[src/rtl/jump_pipe.sv]
// Branch resolve pipeline: opcode issued at edge n resolves in stage DEPTH-1 after edge n+DEPTH-1.
// stall freezes every stage and counter; a taken branch flushes all stages including the incoming slot.
module jump_pipe #(
  parameter int unsigned DEPTH = 2,
  parameter int unsigned AW    = 16,
  parameter int unsigned CW    = 16
) (
  input  logic          clk,
  input  logic          reset,
  input  logic          stall,
  input  logic [2:0]    jump_inst,
  input  logic [AW-1:0] jump_addr_in,
  input  logic          jump_pred_busy,
  input  logic          S_wb,
  input  logic          Z_wb,
  input  logic          C_wb,
  input  logic          V_wb,
  input  logic          cnt_clr,
  output logic [2:0]    jump_state,
  output logic          jump,
  output logic [AW-1:0] jump_addr,
  output logic          squash,
  output logic [CW-1:0] br_cnt,
  output logic [CW-1:0] taken_cnt
);

  localparam logic [2:0] OP_NONE = 3'd0;
  localparam logic [2:0] OP_B    = 3'd1;
  localparam logic [2:0] OP_BE   = 3'd2;
  localparam logic [2:0] OP_BLT  = 3'd3;
  localparam logic [2:0] OP_BLE  = 3'd4;
  localparam logic [2:0] OP_BNE  = 3'd5;
  localparam logic [2:0] OP_BCS  = 3'd6;
  localparam logic [2:0] OP_BGE  = 3'd7;

  logic [2:0]    op_q   [DEPTH];
  logic [2:0]    op_d   [DEPTH];
  logic [AW-1:0] addr_q [DEPTH];
  logic [AW-1:0] addr_d [DEPTH];
  logic [CW-1:0] br_cnt_q, br_cnt_d;
  logic [CW-1:0] taken_cnt_q, taken_cnt_d;
  logic          cond_c;
  logic          sv_c;

  always_comb begin
    sv_c = S_wb ^ V_wb;
    case (op_q[DEPTH-1])
      OP_B:    cond_c = 1'b1;
      OP_BE:   cond_c = Z_wb;
      OP_BLT:  cond_c = sv_c;
      OP_BLE:  cond_c = Z_wb | sv_c;
      OP_BNE:  cond_c = ~Z_wb;
      OP_BCS:  cond_c = C_wb;
      OP_BGE:  cond_c = ~sv_c;
      default: cond_c = 1'b0;
    endcase
  end

  // Resolution is withheld during stall so the flags seen on release decide.
  assign jump       = ~stall & cond_c;
  assign squash     = jump;
  assign jump_state = op_q[DEPTH-1];
  assign jump_addr  = addr_q[DEPTH-1];
  assign br_cnt     = br_cnt_q;
  assign taken_cnt  = taken_cnt_q;

  always_comb begin
    op_d   = op_q;
    addr_d = addr_q;
    if (!stall) begin
      if (jump) begin
        for (int i = 0; i < DEPTH; i++) begin
          op_d[i]   = OP_NONE;
          addr_d[i] = '0;
        end
      end else begin
        op_d[0]   = jump_pred_busy ? OP_NONE : jump_inst;
        addr_d[0] = jump_pred_busy ? '0 : jump_addr_in;
        for (int i = 1; i < DEPTH; i++) begin
          op_d[i]   = op_q[i-1];
          addr_d[i] = addr_q[i-1];
        end
      end
    end
  end

  always_comb begin
    br_cnt_d    = br_cnt_q;
    taken_cnt_d = taken_cnt_q;
    if (cnt_clr) begin
      br_cnt_d    = '0;
      taken_cnt_d = '0;
    end else if (!stall) begin
      if (op_q[DEPTH-1] != OP_NONE) br_cnt_d = br_cnt_q + CW'(1);
      if (jump) taken_cnt_d = taken_cnt_q + CW'(1);
    end
  end

  always_ff @(posedge clk or negedge reset) begin
    if (!reset) begin
      for (int i = 0; i < DEPTH; i++) begin
        op_q[i]   <= OP_NONE;
        addr_q[i] <= '0;
      end
      br_cnt_q    <= '0;
      taken_cnt_q <= '0;
    end else begin
      op_q        <= op_d;
      addr_q      <= addr_d;
      br_cnt_q    <= br_cnt_d;
      taken_cnt_q <= taken_cnt_d;
    end
  end

endmodule

[config.mk]
export PLATFORM = sky130hd
export DESIGN_NAME = jump_pipe
export DESIGN_NICKNAME = d
export VERILOG_FILES = /design/src/rtl/jump_pipe.sv
export SDC_FILE = /design/constraint.sdc
export NUM_CORES = 1
export LEC_CHECK = 0
export ABC_AREA = 0
export CORE_MARGIN = 4
export CORE_UTILIZATION = 40
export CTS_CLUSTER_SIZE = 20
export DETAILED_ROUTE_END_ITERATION = 10
export HOLD_SLACK_MARGIN = 0.02
export PLACE_DENSITY = 0.67
export SKIP_LAST_GASP = 1
export SLEW_MARGIN = 30
export SYNTH_ARGS = -nofsm -noshare
export SYNTH_HDL_FRONTEND = slang
export SYNTH_SLANG_ARGS = --single-unit
[constraint.sdc]
create_clock -name clk -period 2.2 [get_ports clk]
set_input_delay 0.55 -clock clk [delete_from_list [all_inputs] [get_ports clk]]
set_output_delay 0.55 -clock clk [all_outputs]
set_load 0.02 [all_outputs]
==> results.md, run 1 <==
- The number of global-route vias before repair is 2,506.
- The root buffer cell chosen for the clock tree is clkbuf_8.
- The total power is 3.032 mW.
- The final global-route overflow total is 0.
- The number of nets in the synthesized netlist is 358.
- After detailed routing, the average wire length per cell comes to 14.81 um.
- The proportion of synthesized flip-flops having asynchronous set or reset is 1.000.
- The worst setup path is captured at a primary output.
- The area of the placeable core is 0.007888 mm^2.
- The die extent in x is 99.03 um.
- The final layout contains 431 nets.
- The distinct cell type count after synthesis is 40.
- Of the available clock period, the critical path in the final layout requires 0.9739.
- The post-synthesis cell count is 328.
- The number of CTS-inserted buffers is 9.
- The first-pass GRT wire length is 12,770 um.
- The share of power burned in the clock network is 0.354.
- The effective utilization at floorplan is 0.4202.
- The die footprint is 0.009806 mm^2.
- For this block, the initial DRC count from the detailed router was 75.
- In the global route stage, overall resource usage came out at 0.1631.
- The count of input and output buffers is 80.
- Sorting the synthesized cells by how often they occur yields dfrtp_1 (70), nand2_1 (46), o21ai_0 (27).
- After clock tree synthesis, the clock-pin slew on the worst setup and hold paths is 80 ps.
- The smallest clock period supported by the final layout is computed as 2142 ps.
- The kind of critical path is primary input to primary output.
- The area share of xor/xnor cells in the synthesized design is 0.04757.
- Dividing the detail-routed via count by the number of cells gives 5.195.
- The total of endpoints with negative setup slack in the final report is 0.
- The critical path starts at Z_wb.
- The combinational share of power is 0.175.
- The max-capacitance violation count is 0.
- Counting flops with a built-in enable in the synthesized netlist gives 0.
- The worst setup skew after layout is 8.700 ps.
- The highest clock rate is 466.8 MHz.
- The power per standard cell area is 690.5 mW/mm^2.
- The worst flop-to-flop path endpoint is taken_cnt[5].
- After filler insertion, the fill cell instance count of the layout stands at 724.
- CTS saw 70 sinks.
- Once placement completed, the tool counted placed cells totaling 489.
- The max-slew violation count is 0.
- Hold timing on the final database bottoms out at a slack of 219.5 ps.
- The first TritonRoute pass finished after 6 iterations.
- Of the synthesized area, sequential elements account for 0.5285.
- The cell type with the largest total area after synthesis is dfrtp_1.
- The termination of the worst setup path is jump.
- For this block, the routed nets add up to 7524 um of wire.
- The total internal power is 2.186 mW.
- The reg-to-reg startpoint is jump_state[1].
- The worst hold path belongs to the class primary input to async pin.
- The share of total power in sequential cells is 0.471.
- The run finished with clean final reports.
- The signed area change from the synthesized netlist to the final layout is 32.47%.
- The synthesized area per cell is 10.10 um^2.
- The synthesized design contains 70 register bits.
- The transition time at the pin with the least slew margin is 783.2 ps.
- The most common cell in the synthesized netlist is dfrtp_1.
- The standby leakage power is 1.867 nW.
- Of the total synthesized cell area, the portion taken by AND, OR, NAND and NOR gates is 0.1778.
- The floorplan row count is 32.
- In this run the count of I/O pins placed on the die edge is 81.
- The setup check on the worst reg-to-reg path leaves a slack of 220 ps.
- Setup repair after global routing could not meet its margin everywhere.
- The hold violation total from the final report is 0.
- The arrival time at the worst endpoint is 1590 ps.
- Entering global routing, the biggest net connects 71 pins.
- For this run, design rule violations remaining after detail routing come to 0.
- The switching share of total power is 0.2789.
- The cts-stage hold buffer count is 0.
- The H-tree generated during clock tree synthesis spans 3 levels.
- TritonCTS built the clock tree.
- The remaining number of nets flagged by the antenna check after routing is 0.
- The number of antenna cells inserted is 0.
- The y dimension of the die is 99.03 um.
- Of the post-synthesis cell area, the dominant cell type holds 0.5285.
- The source-to-sink clock delay at the later pin of the worst-skew pair is 340 ps.
- The post-synthesis compound-gate area fraction is 0.1567.
- The detailed placement HPWL is 5154 um.
- The post-layout instance count excluding filler cells is 508.
- The detailed-route via count is 2,639.
- The number of antenna violations at the first check in global routing is 0.
- The clock tree buffer depth is 2.
- Of the post-synthesis cell area, the part taken by muxes is 0.003020.
- The highest ir drop seen on vdd is 0.0003061 V.
- The final weighted congestion in routability-driven placement is 0.8041.
- The critical path launch point type is a primary input.
- The required time at the endpoint of the critical path is 1650 ps.
- The number of warnings reported in the yosys synthesis log is 0.
- Measured in cells, the most critical reg-to-reg path has a length of 8.
- Of the total synthesized cell area, the portion taken by full adders, half adders and majority gates is 0.007550.
- After synthesis, the cell types taking the most area are dfrtp_1 (53%), nand2_1 (5.2%), a22o_1 (5.0%), buf_4 (5.0%), o21ai_0 (4.1%).
- Headroom to the max-slew limit came out at 0.4768.
- The power dissipated by switching net loads is 845.4 uW.
- The highest net fanout along the worst path is 3.
- The fraction of layout instances using a drive strength above 1 is 0.1281.
- The combinational family with the most area after synthesis is simple AND/OR/NAND/NOR gates.
- For this run, the leading register cell type out of synthesis is dfrtp_1.
- The post-synthesis instance area is 0.003314 mm^2.
-- registers in the layout (all words and copies together), names as in the netlist --
register and cells:
jump_addr 16, jump_state 3, addr_q 16, op_q 3, br_cnt 16, taken_cnt 16
-- worst max-delay path: stages --
cell and delay (ps):
dlygate4sd2_1 260, a211o_1 330, o311a_4 150, o21ai_4 80, inv_2 80, buf_6 130
-- through the flow --
step | TNS (ps) | worst slack (ps) | utilization | instance area [um^2]
global route | -5.497 | -2.841 | 0.5566 | 4390
finish | 0 | 57.52 | 0.5566 | 4390
CTS | 0 | 17.72 | 0.5536 | 4367
global placement | -13010 | -688.2 | 0.5241 | 4134
detailed placement | -15630 | -728.4 | 0.5241 | 4134
floorplan | 0 | 83.62 | - | 3314
-- per-layer routing --
layer	global-route usage	wire length, um
met2	0.2469	3664
met3	0.03468	316
met4	0.07878	172
met5	0	0
met1	0.2225	3370
-- timing repair --
item | CTS | global route
gates resized for setup | 25 | 4
endpoints found under the hold margin | 0 | 0
cloned | 0 | 0
setup buffers | 1 | 2
endpoints found under the setup margin | 9 | 3
pin swaps | 5 | 2
-- power groups by stage --
stage               clock [mW]  sequential, mW  combinational [mW]
finish                    1.07            1.43               0.530
global route              1.17            1.44               0.578
CTS                       1.10            1.43               0.531
detailed placement           0            1.45               0.519
global placement             0            1.45               0.510
floorplan                    0            1.45               0.318
-- kinds of logic (layout without fill, tap and decap cells) --
kind of cell / Yosys count / count (layout)
AOI/OAI and AO/OA: 74 / 74
xor gates and xnor gates: 18 / 18
adders and majority gates: 2 / 2
buffers and inverters: 45 / 123
DFF: 70 / 70
muxes: 1 / 1
and+or+nand+nor: 118 / 118
-- area by class of cell --
cell class	instances	area (um^2)	share of cell area
Timing Repair Buffer	99	942.2	0.2146
Inverter	8	30.03	0.006840
Multi-Input combinational cell	213	1330	0.3029
Clock inverter	6	68.82	0.01567
Clock buffer	10	137.6	0.03135
Sequential cell	70	1754	0.3995
Tap cell	102	127.6	0.02907
-- how the worst min path moves through the flow --
stage | startpoint | end | slack (ps) | cells past startpoint
6_report | reset | jump_addr[0] | 220 | 2
3_3_place_gp | jump_addr[12] | jump_addr[12] | 460 | 2
5_1_grt | reset | jump_addr[0] | 240 | 2
4_1_cts | reset | addr_q[20] | 220 | 2
2_1_floorplan | reset | addr_q[16] | 250 | 0
3_5_place_dp | jump_addr[5] | jump_addr[5] | 470 | 2
-- cells in the final DEF, fill, tap and decap left out, types with 10 or more instances in the layout --
master / count
o21ai_0: 27
buf_4: 18
dfrtp_1: 68
nand4_1: 14
nor2_1: 21
nand2_1: 46
clkbuf_8: 10
a22o_1: 19
a21oi_1: 13
clkdlybuf4s50_1: 72
xor2_1: 13
Power figures use the tool's default switching activity.
==> inputs of run 2 (changes only) <==
--- a/config.mk
+++ b/config.mk
@@ -6,6 +6,7 @@
 export NUM_CORES = 1
 export LEC_CHECK = 0
 export ABC_AREA = 0
+export CAP_MARGIN = 40
 export CORE_MARGIN = 4
 export CORE_UTILIZATION = 40
 export CTS_CLUSTER_SIZE = 20
@@ -13,7 +14,7 @@
 export HOLD_SLACK_MARGIN = 0.02
 export PLACE_DENSITY = 0.67
 export SKIP_LAST_GASP = 1
-export SLEW_MARGIN = 30
+export SLEW_MARGIN = 15
 export SYNTH_ARGS = -nofsm -noshare
 export SYNTH_HDL_FRONTEND = slang
 export SYNTH_SLANG_ARGS = --single-unit
==> results of run 2 <==
Same layout as run 1: the final DEF is identical, and so are final timing and power.
==> inputs of run 3 (changes only) <==
--- a/config.mk
+++ b/config.mk
@@ -5,14 +5,14 @@
 export SDC_FILE = /design/constraint.sdc
 export NUM_CORES = 1
 export LEC_CHECK = 0
-export ABC_AREA = 0
+export ABC_AREA = 1
 export CAP_MARGIN = 40
 export CORE_MARGIN = 4
 export CORE_UTILIZATION = 40
 export CTS_CLUSTER_SIZE = 20
 export DETAILED_ROUTE_END_ITERATION = 10
 export HOLD_SLACK_MARGIN = 0.02
-export PLACE_DENSITY = 0.67
+export PLACE_DENSITY = 0.65
 export SKIP_LAST_GASP = 1
 export SLEW_MARGIN = 15
 export SYNTH_ARGS = -nofsm -noshare
==> run 3 against run 2 <==
Net effect:
- clock power decreased by 16%
- clock skew increased by 3.3 ps
- first-iteration DRC count increased by 41%
- total power decreased by 5.9%
- via count increased by 33%
- non-clock buffer count decreased by 7
- clock-buffer cell count unchanged
- sequential cell count unchanged
- sequential power about the same
- worst hold slack got worse by 17 ps
==> results.md, run 3 <==
- The flow ran to the end, and the final reports show no timing, DRC or antenna violations.
- The hold violation total from the final report was 0 (unchanged).
- The area of all sequential standard cells is 0.001754 mm^2 (unchanged).
- The count of input and output buffers was 80 (unchanged).
- The power per standard cell area is 592.2 mW/mm^2 (-14%).
- The clock tree buffer depth is 2 (unchanged).
- The sum of negative setup slack is 0 ps (unchanged).
- The floorplan row count is 35 (+9.4%).
- The proportion of synthesized flip-flops having asynchronous set or reset was 1.000 (unchanged).
- The final core area utilization is 0.5187 (-0.03790).
- The number of cells in the design after placement is 692 (+42%).
- The highest net fanout along the worst path is 3 (unchanged).
- The number of vias per cell after detailed routing came to 4.939 (-4.9%).
- The kind of critical path is primary input to primary output.
- The most frequent cell after synthesis is nand2_1.
- The aggregate routed wire length is 9057 um (+20%).
- The H-tree depth is 3 (unchanged).
- The boundary pin count is 81 (unchanged).
- The arrival time at the worst endpoint is 1570 ps (-20 ps).
- The first-pass GRT wire length is 15,410 um (+21%).
- TritonCTS built the clock tree.
- The logic depth of the worst register-to-register path is 10 (+2).
- The y dimension of the die is 106.0 um (+7.0%).
- The remaining number of nets flagged by the antenna check after routing is 0 (unchanged).
- The number of synthesized flops with an enable pin is 0 (unchanged).
- STA classifies the critical path endpoint as a primary output.
- The worst flop-to-flop path endpoint is taken_cnt[13].
- The post-synthesis cell count is 510 (+55%).
- The clock-pin slew of the registers on the worst-case setup and hold paths came to 70 ps (about the same).
- The synthesized area per cell is 7.527 um^2 (-26%).
- The detailed-routing iteration count for the pre-antenna-repair pass is 4 (-2).
- The number of CTS-inserted buffers is 9 (unchanged).
- The cts-stage hold buffer count was 0 (unchanged).
- The transition time at the pin with the least slew margin was 694.9 ps (-88.27 ps).
- The number of global-route vias before repair is 3,298 (+32%).
- The required time at the endpoint of the critical path is 1650 ps (about the same).
- The number of nets in the final layout is 605 (+40%).
- The root buffer cell is clkbuf_8.
- The number of antenna violations at the first check in global routing is 1 (+1).
- The post-synthesis instance area was 0.003839 mm^2 (+16%).
- The number of clock sinks came to 70 (unchanged).
- The number of storage elements in the synthesis netlist is 70 (unchanged).
- The max-capacitance violation count was 0 (unchanged).
- The origin of the worst setup path is V_wb.
- The final global-route overflow total was 0 (unchanged).
- By count the netlist is led by nand2_1 (176), dfrtp_1 (70), o21ai_0 (44).
- The final routed DRC violation total was 0 (unchanged).
- The overall global routing resource usage was 0.1695 (+0.006316).
- The post-layout instance count excluding filler cells is 708 (+39%).
- The part of the cycle the worst path needs is 0.9649 (-0.008926).
- Ranked by total cell area, the synthesized netlist is headed by dfrtp_1 (46%), nand2_1 (17%), o21ai_0 (5.7%), nand3_1 (5.6%), nor2_1 (4.0%).
- The max-slew headroom at the worst pin is 0.5362 (+0.05943).
- STA classifies the critical path startpoint as a primary input.
- The max-slew violation count is 0 (unchanged).
- The highest clock rate came to 471.1 MHz (+0.92%).
- The time the final worst path needs with I/O delays and setup is 2123 ps (-19.64 ps).
- The area taken by multi-input logic gates came to 0.001663 mm^2 (+25%).
- The part of the Yosys area used for sequential elements came to 0.4563 (-0.07218).
- The number of fill cells in the layout was 929 (+28%).
- The final weighted congestion in routability-driven placement is 0.8425 (+4.8%).
- The standby leakage power came to 2.156 nW (+15%).
- The source-to-sink clock delay at the later pin of the worst-skew pair is 340 ps (about the same).
- The highest ir drop seen on vdd came to 0.0004378 V (+43%).
- The fraction of layout instances using a drive strength above 1 was 0.07599 (-0.05209).
- The die extent in x is 106.0 um (+7.0%).
- In this run the worst setup path terminates at squash.
- The detailed-route via count is 3,497 (+33%).
- The number of antenna cells inserted was 0 (unchanged).
- The average routed wire per standard cell is 12.79 um (-14%).
- The most used flip-flop cell after synthesis is dfrtp_1.
- The area of the placeable core is 0.009284 mm^2 (+18%).
- The register-to-register setup slack came to 350 ps (+130 ps).
- The effective utilization at floorplan came to 0.4135 (-0.006732).
- The total of endpoints with negative setup slack in the final report was 0 (unchanged).
- The detailed placement HPWL came to 6292 um (+22%).
- The maximum number of pins on one net before global-route repair came to 71 (unchanged).
- The distinct cell type count after synthesis is 28 (-30%).
- Setup repair after global routing left no endpoint under its margin.
- The number of warnings reported in the yosys synthesis log is 0 (unchanged).
- The die footprint came to 0.01123 mm^2 (+14%).
- The signed area change from the synthesized netlist to the final layout is 25.46%.
- The number of nets in the synthesized netlist is 540 (+51%).
- The worst setup skew after layout is 12.04 ps (+3.337 ps).
- The classification of the worst-slack hold path is primary input to async pin.
- Leaving out fill and tap cells, the most frequent cells in the layout are nand2_1 (176), clkdlybuf4s50_1 (72), dfrtp_1 (68).
- The area share of the largest cell type after synthesis is 0.4563 (-0.07218).
- Summed over all instances, the cell type with the most area after synthesis is dfrtp_1.
- The number of DRC markers in iteration 0 is 106 (+41%).
- The commonest non-fill, non-tap cell in the layout is nand2_1.
- The worst slack on hold paths is 202.5 ps (-17.03 ps).
- The reg-to-reg startpoint is jump_state[0].
## run 3: worst min-delay path by stage
stage,depth (start not counted),end
after floorplan,0,addr_q[16]
after global placement,2,addr_q[22]
after detailed placement,2,addr_q[21]
after CTS,2,br_cnt[11]
after global routing,2,br_cnt[15]
final,2,br_cnt[15]
## run 3: critical path: stages
cell and delay [ps]:
dlygate4sd2_1 250, inv_1 70, nand2_1 60, nand3_2 80, nand2_1 80, nand2_1 80, nand2_2 60, nor2_4 190
buf_6 150
## run 3: cells by family after synthesis
kind of cell,count (synthesis),share of synthesized area
AOI/OAI and AO/OA,64,0.09289
DFF,70,0.4563
buffers and inverters,80,0.1125
and+or+nand+nor,286,0.3136
xor gates and xnor gates,8,0.01825
adders and majority gates,2,0.006518
## run 3: through the flow
stage	setup slack (ps)	cell area [um^2]	power (mW)
after CTS	27.79	4801	2.897
after global routing	0.9939	4816	3.001
after floorplan	186.8	3839	1.776
after global placement	-573.0	4629	1.968
final	77.16	4816	2.852
after detailed placement	-641.3	4629	1.975
## run 3: repair_timing
action,4_1_cts,5_1_grt
gates cloned,0,0
pin swaps,6,2
setup endpoints to repair,2,9
resized for setup,18,6
hold endpoints to repair,0,0
setup buffers,1,0
## run 3: where the power goes
part / internal [mW] / switching [mW] / total (mW)
logic: 0.224 / 0.299 / 0.524
registers: 1.37 / 0.0582 / 1.43
clock network: 0.405 / 0.498 / 0.903
## run 3: final cells by class
type                    instances  area share
clock buffers                  10     0.02650
clock inverters                 5    0.007534
inverters                      42     0.03274
multi-input cells             360      0.3453
flip-flops and latches         70      0.3642
well taps                     129     0.03352
repair buffers                 92      0.1902
## run 3: routing by layer
metal	up-vias	part of all wire	track usage	wire, um
met5	-	0.0014	0	13
met4	2	0.0046	0.03423	42
met3	4	0.051	0.05525	458
met2	70	0.50	0.2946	4528
met1	1677	0.44	0.2064	4014
li1	1744	-	-	-
==> variant 1, RTL diff (settings of run 1) <==
`DEPTH`: 2 -> 1.
--- a/src/rtl/jump_pipe.sv
+++ b/src/rtl/jump_pipe.sv
@@ -2,5 +2,5 @@
 // stall freezes every stage and counter; a taken branch flushes all stages including the incoming slot.
 module jump_pipe #(
-  parameter int unsigned DEPTH = 2,
+  parameter int unsigned DEPTH = 1,
   parameter int unsigned AW    = 16,
   parameter int unsigned CW    = 16
Behaviour: not the same (a bounded check fails within 4 cycles, from zero or initial values and one cycle with reset low).
==> variant 1 against run 1 <==
Fmax down 0.98%. Sequential cell count decreased by 19. Worst setup slack worse by 21 ps. Total power decreased by 35%. Sequential share of layout area is 3.6 points lower. Synthesized area fell by 27%. Wire length fell by 24%. Design area shrank 20%. Worst hold slack better by 110 ps. Register-to-register slack worse by 50 ps. Utilization increased by 6.2 points. Largest cell class unchanged.
==> variant 1: results (changes against run 1) <==
metric	value	unit	change
fin_skew	9.88	ps	was 8.70 ps
grt_max_degree	52		was 71
cts_buffers	5		was 9
dpl.hpwl	4.16	mm	was 5.15 mm
yosysSeqAreaShare	0.531		was 0.529
grt_pass1_wl	9.68	mm	was 12.8 mm
drtIter0Drc	47		was 75
power.leakage	1.49	nW	was 1.87 nW
synth_cell_type_count	37		was 40
fillCellCount	521		was 724
synth_fp_nets	252		was 358
post-place-ws	-707	ps	was -728 ps
path_max_fanout	3		unchanged
synthTopCellsByArea	dfrtp_1, a22o_1, xor2_1		was dfrtp_1, nand2_1, a22o_1
grt_util_all_layers	0.164		was 0.163
peakVddDrop	0.344	mV	was 0.306 mV
gp_congestion	0.780		was 0.804
antenna_found_initial	0		unchanged
cp.arrival	1610	ps	was 1590 ps
post_dp_cell_area	3360	µm²	was 4130 µm²
r2r-end	taken_cnt[9]		was taken_cnt[5]
outcome	finished clean		unchanged
wl_per_cell	14.6	µm	was 14.8 µm
slew_headroom	0.578		was 0.477
m1WireLength	2.41	mm	was 3.37 mm
dr.pass1.iters	2		was 6
cts.clk_slew.worst_paths	100	ps	was 80 ps
finish.net_count	347		was 431
drive_gt1_frac	0.135		was 0.128
met2_length	2.81	mm	was 3.66 mm
postSynthAreaPerCell	10.8	µm²	was 10.1 µm²
met3_wirelength	371	µm	was 316 µm
insertion_delay	310	ps	was 340 ps
post-place-cells	379		was 489
instances_no_fill	390		was 508
vias	2031		was 2,639
synth_common_cells	dfrtp_1, nor2_1, a22o_1		was dfrtp_1, nand2_1, o21ai_0
htree_num_levels	2		was 3
reg2reg_depth	6		was 8
utilization	0.619		was 0.557
worst-r2r-setup-slack	170	ps	was 220 ps
grt_pass1_vias	2074		was 2,506
-- variant 1: per-layer routing --
layer / vias to the layer above / track usage
met5: - / 0
met4: 0 / 0.0647
met3: 8 / 0.0384
met2: 55 / 0.280
met1: 977 / 0.199
li1: 991 / -
-- variant 1: worst max-delay path by stage --
stage	to	start	slack, ps	cells past startpoint
4_1_cts	squash	V_wb	4	7
2_1_floorplan	squash	V_wb	40	5
3_3_place_gp	squash	V_wb	-670	6
6_report	squash	C_wb	40	6
5_1_grt	squash	C_wb	-5	6
3_5_place_dp	squash	V_wb	-710	6
-- variant 1: per-stage QoR --
step / hold WS (ps) / TNS (ps)
5_1_grt: 374 / -4.56
4_1_cts: 358 / 0
3_5_place_dp: 496 / -10590
2_1_floorplan: 254 / 0
3_3_place_gp: 492 / -8770
6_report: 331 / 0
-- variant 1: layout make-up --
cell class,count,share of cell area
multi-input combinational,157,0.312
inverter,4,0.00428
tap,72,0.0257
clock buffer,5,0.0196
timing repair buffer,98,0.266
clock inverter,3,0.00820
sequential,51,0.364
-- variant 1: power breakdown --
| group | total (mW) | switching, mW | internal, mW |
|---|---|---|---|
| Sequential | 1.01 | 0.0325 | 0.975 |
| Combinational | 0.391 | 0.189 | 0.202 |
| Clock | 0.570 | 0.334 | 0.236 |
| Total | 1.97 | 0.555 | 1.41 |
-- variant 1: cells by family (layout without fill, tap and decap cells) --
kind of cell / Yosys count / in the layout / synth area share
xor gates and xnor gates: 21 / 21 / 0.0796
DFF: 51 / 51 / 0.531
AOI/OAI and AO/OA: 47 / 47 / 0.160
buffers and inverters: 14 / 110 / 0.0297
muxes: 2 / 2 / 0.00937
and+or+nand+nor: 85 / 85 / 0.180
adders and majority gates: 2 / 2 / 0.0104
-- variant 1: what timing repair did --
item                       4_1_cts  5_1_grt
resized for setup               22        4
buffers inserted                 2        1
pin swaps                        3        4
setup endpoints to repair       11        3
gates cloned                     0        0
-- variant 1: critical path: stages --
cell	delay (ps)
clkdlybuf4s50_1	460
nand2b_4	110
o311a_4	210
o21ai_4	60
inv_2	90
buf_6	130
==> variant 2, RTL diff (flow settings as in run 1) <==
Made on the original files. Put one more register stage on the output `taken_cnt`. The value now appears one clock later. The other outputs are not delayed to match.
--- a/src/rtl/jump_pipe.sv
+++ b/src/rtl/jump_pipe.sv
@@ -63,5 +63,7 @@
   assign jump_addr  = addr_q[DEPTH-1];
   assign br_cnt     = br_cnt_q;
-  assign taken_cnt  = taken_cnt_q;
+  always_ff @(posedge clk) begin
+    taken_cnt <= taken_cnt_q;
+  end
 
   always_comb begin
Behaviour: not the same (a bounded check fails within 4 cycles, from zero or initial values and one cycle with reset low).
==> variant 2 against run 1 <==
The run now ends with setup timing left. Sequential cell count up 16. Die area up 6.7%. Worst setup slack got worse by 67 ps. Largest cell class unchanged. Non-clock buffer count up 5. Design area grew 7.1%. Count of clock-buffer cells in the layout up 2. Wire length shrank 1.8%. Synthesized cell count is 4.3% higher. Fmax decreased by 3.0%. Total power up 9.6%. Global-route usage shrank 1.4 points. Synthesized area rose by 7.3%.
==> variant 2: results (changes against run 1) <==
metric	value	unit	change
synth_async_sr_flop_share	0.814		was 1.00
fin_ws	-9.83	ps	was 57.5 ps
power_switching_share	0.265		was 0.279
power.leakage	2.03	nW	was 1.87 nW
grt_use_met3	0.0423		was 0.0347
cp-startpoint	jump_state[0]		was Z_wb
post-place-ws	-774	ps	was -728 ps
synth_xor_area_frac	0.0419		was 0.0476
cp.arrival	1660	ps	was 1590 ps
clkbuf_count	12		was 10
violations	setup timing		
grt_util_all_layers	0.149		was 0.163
m1WireLength	3.39	mm	was 3.37 mm
grt_max_degree	63		was 71
synth_compound_area_frac	0.135		was 0.157
nNonClkInverters	9		was 8
setup_violations	2		was 0
path_max_fanout	6		was 3
drive_gt1_frac	0.132		was 0.128
fin_area	4700	µm²	was 4390 µm²
pg_comb	0.547	mW	was 0.530 mW
synth_fp_nets	372		was 358
yosysSeqAreaShare	0.582		was 0.529
r2r-end	taken_cnt_q[3]		was taken_cnt[5]
outcome	finished, violations left		was finished clean
synthCells	342		was 328
synth_cell_type_count	41		was 40
met3_wirelength	392	µm	was 316 µm
p_clk_frac	0.318		was 0.354
buf_share	0.211		was 0.215
finish.net_count	449		was 431
drtIter0Drc	114		was 75
slowest_stage	dfrtp_2		was a211o_1
r2r_start	jump_state[0]		was jump_state[1]
[variant 2: cell types whose count changed in the layout (fill, tap and decap cells not counted), moves of 2 or more]
| cell | run 1 | this run |
|---|---|---|
| nand4_1 | 14 | 6 |
| nand2_1 | 46 | 50 |
| nor4_1 | 3 | 0 |
| nand3_1 | 6 | 11 |
| buf_4 | 18 | 21 |
| xnor2_1 | 4 | 2 |
| nor2b_1 | 0 | 2 |
| o311a_4 | 2 | 0 |
| and3_1 | 5 | 3 |
| dfxtp_1 | 0 | 16 |
| clkbuf_2 | 0 | 2 |
[variant 2: worst min path at each step]
stage	from	end	slack, ps	depth (start not counted)
after global placement	taken_cnt_q[15]	taken_cnt[15]	370	0
after detailed placement	taken_cnt_q[15]	taken_cnt[15]	390	0
after global routing	reset	addr_q[19]	250	1
final	reset	addr_q[19]	210	1
after CTS	reset	addr_q[19]	220	1
after floorplan	reset	addr_q[16]	250	0
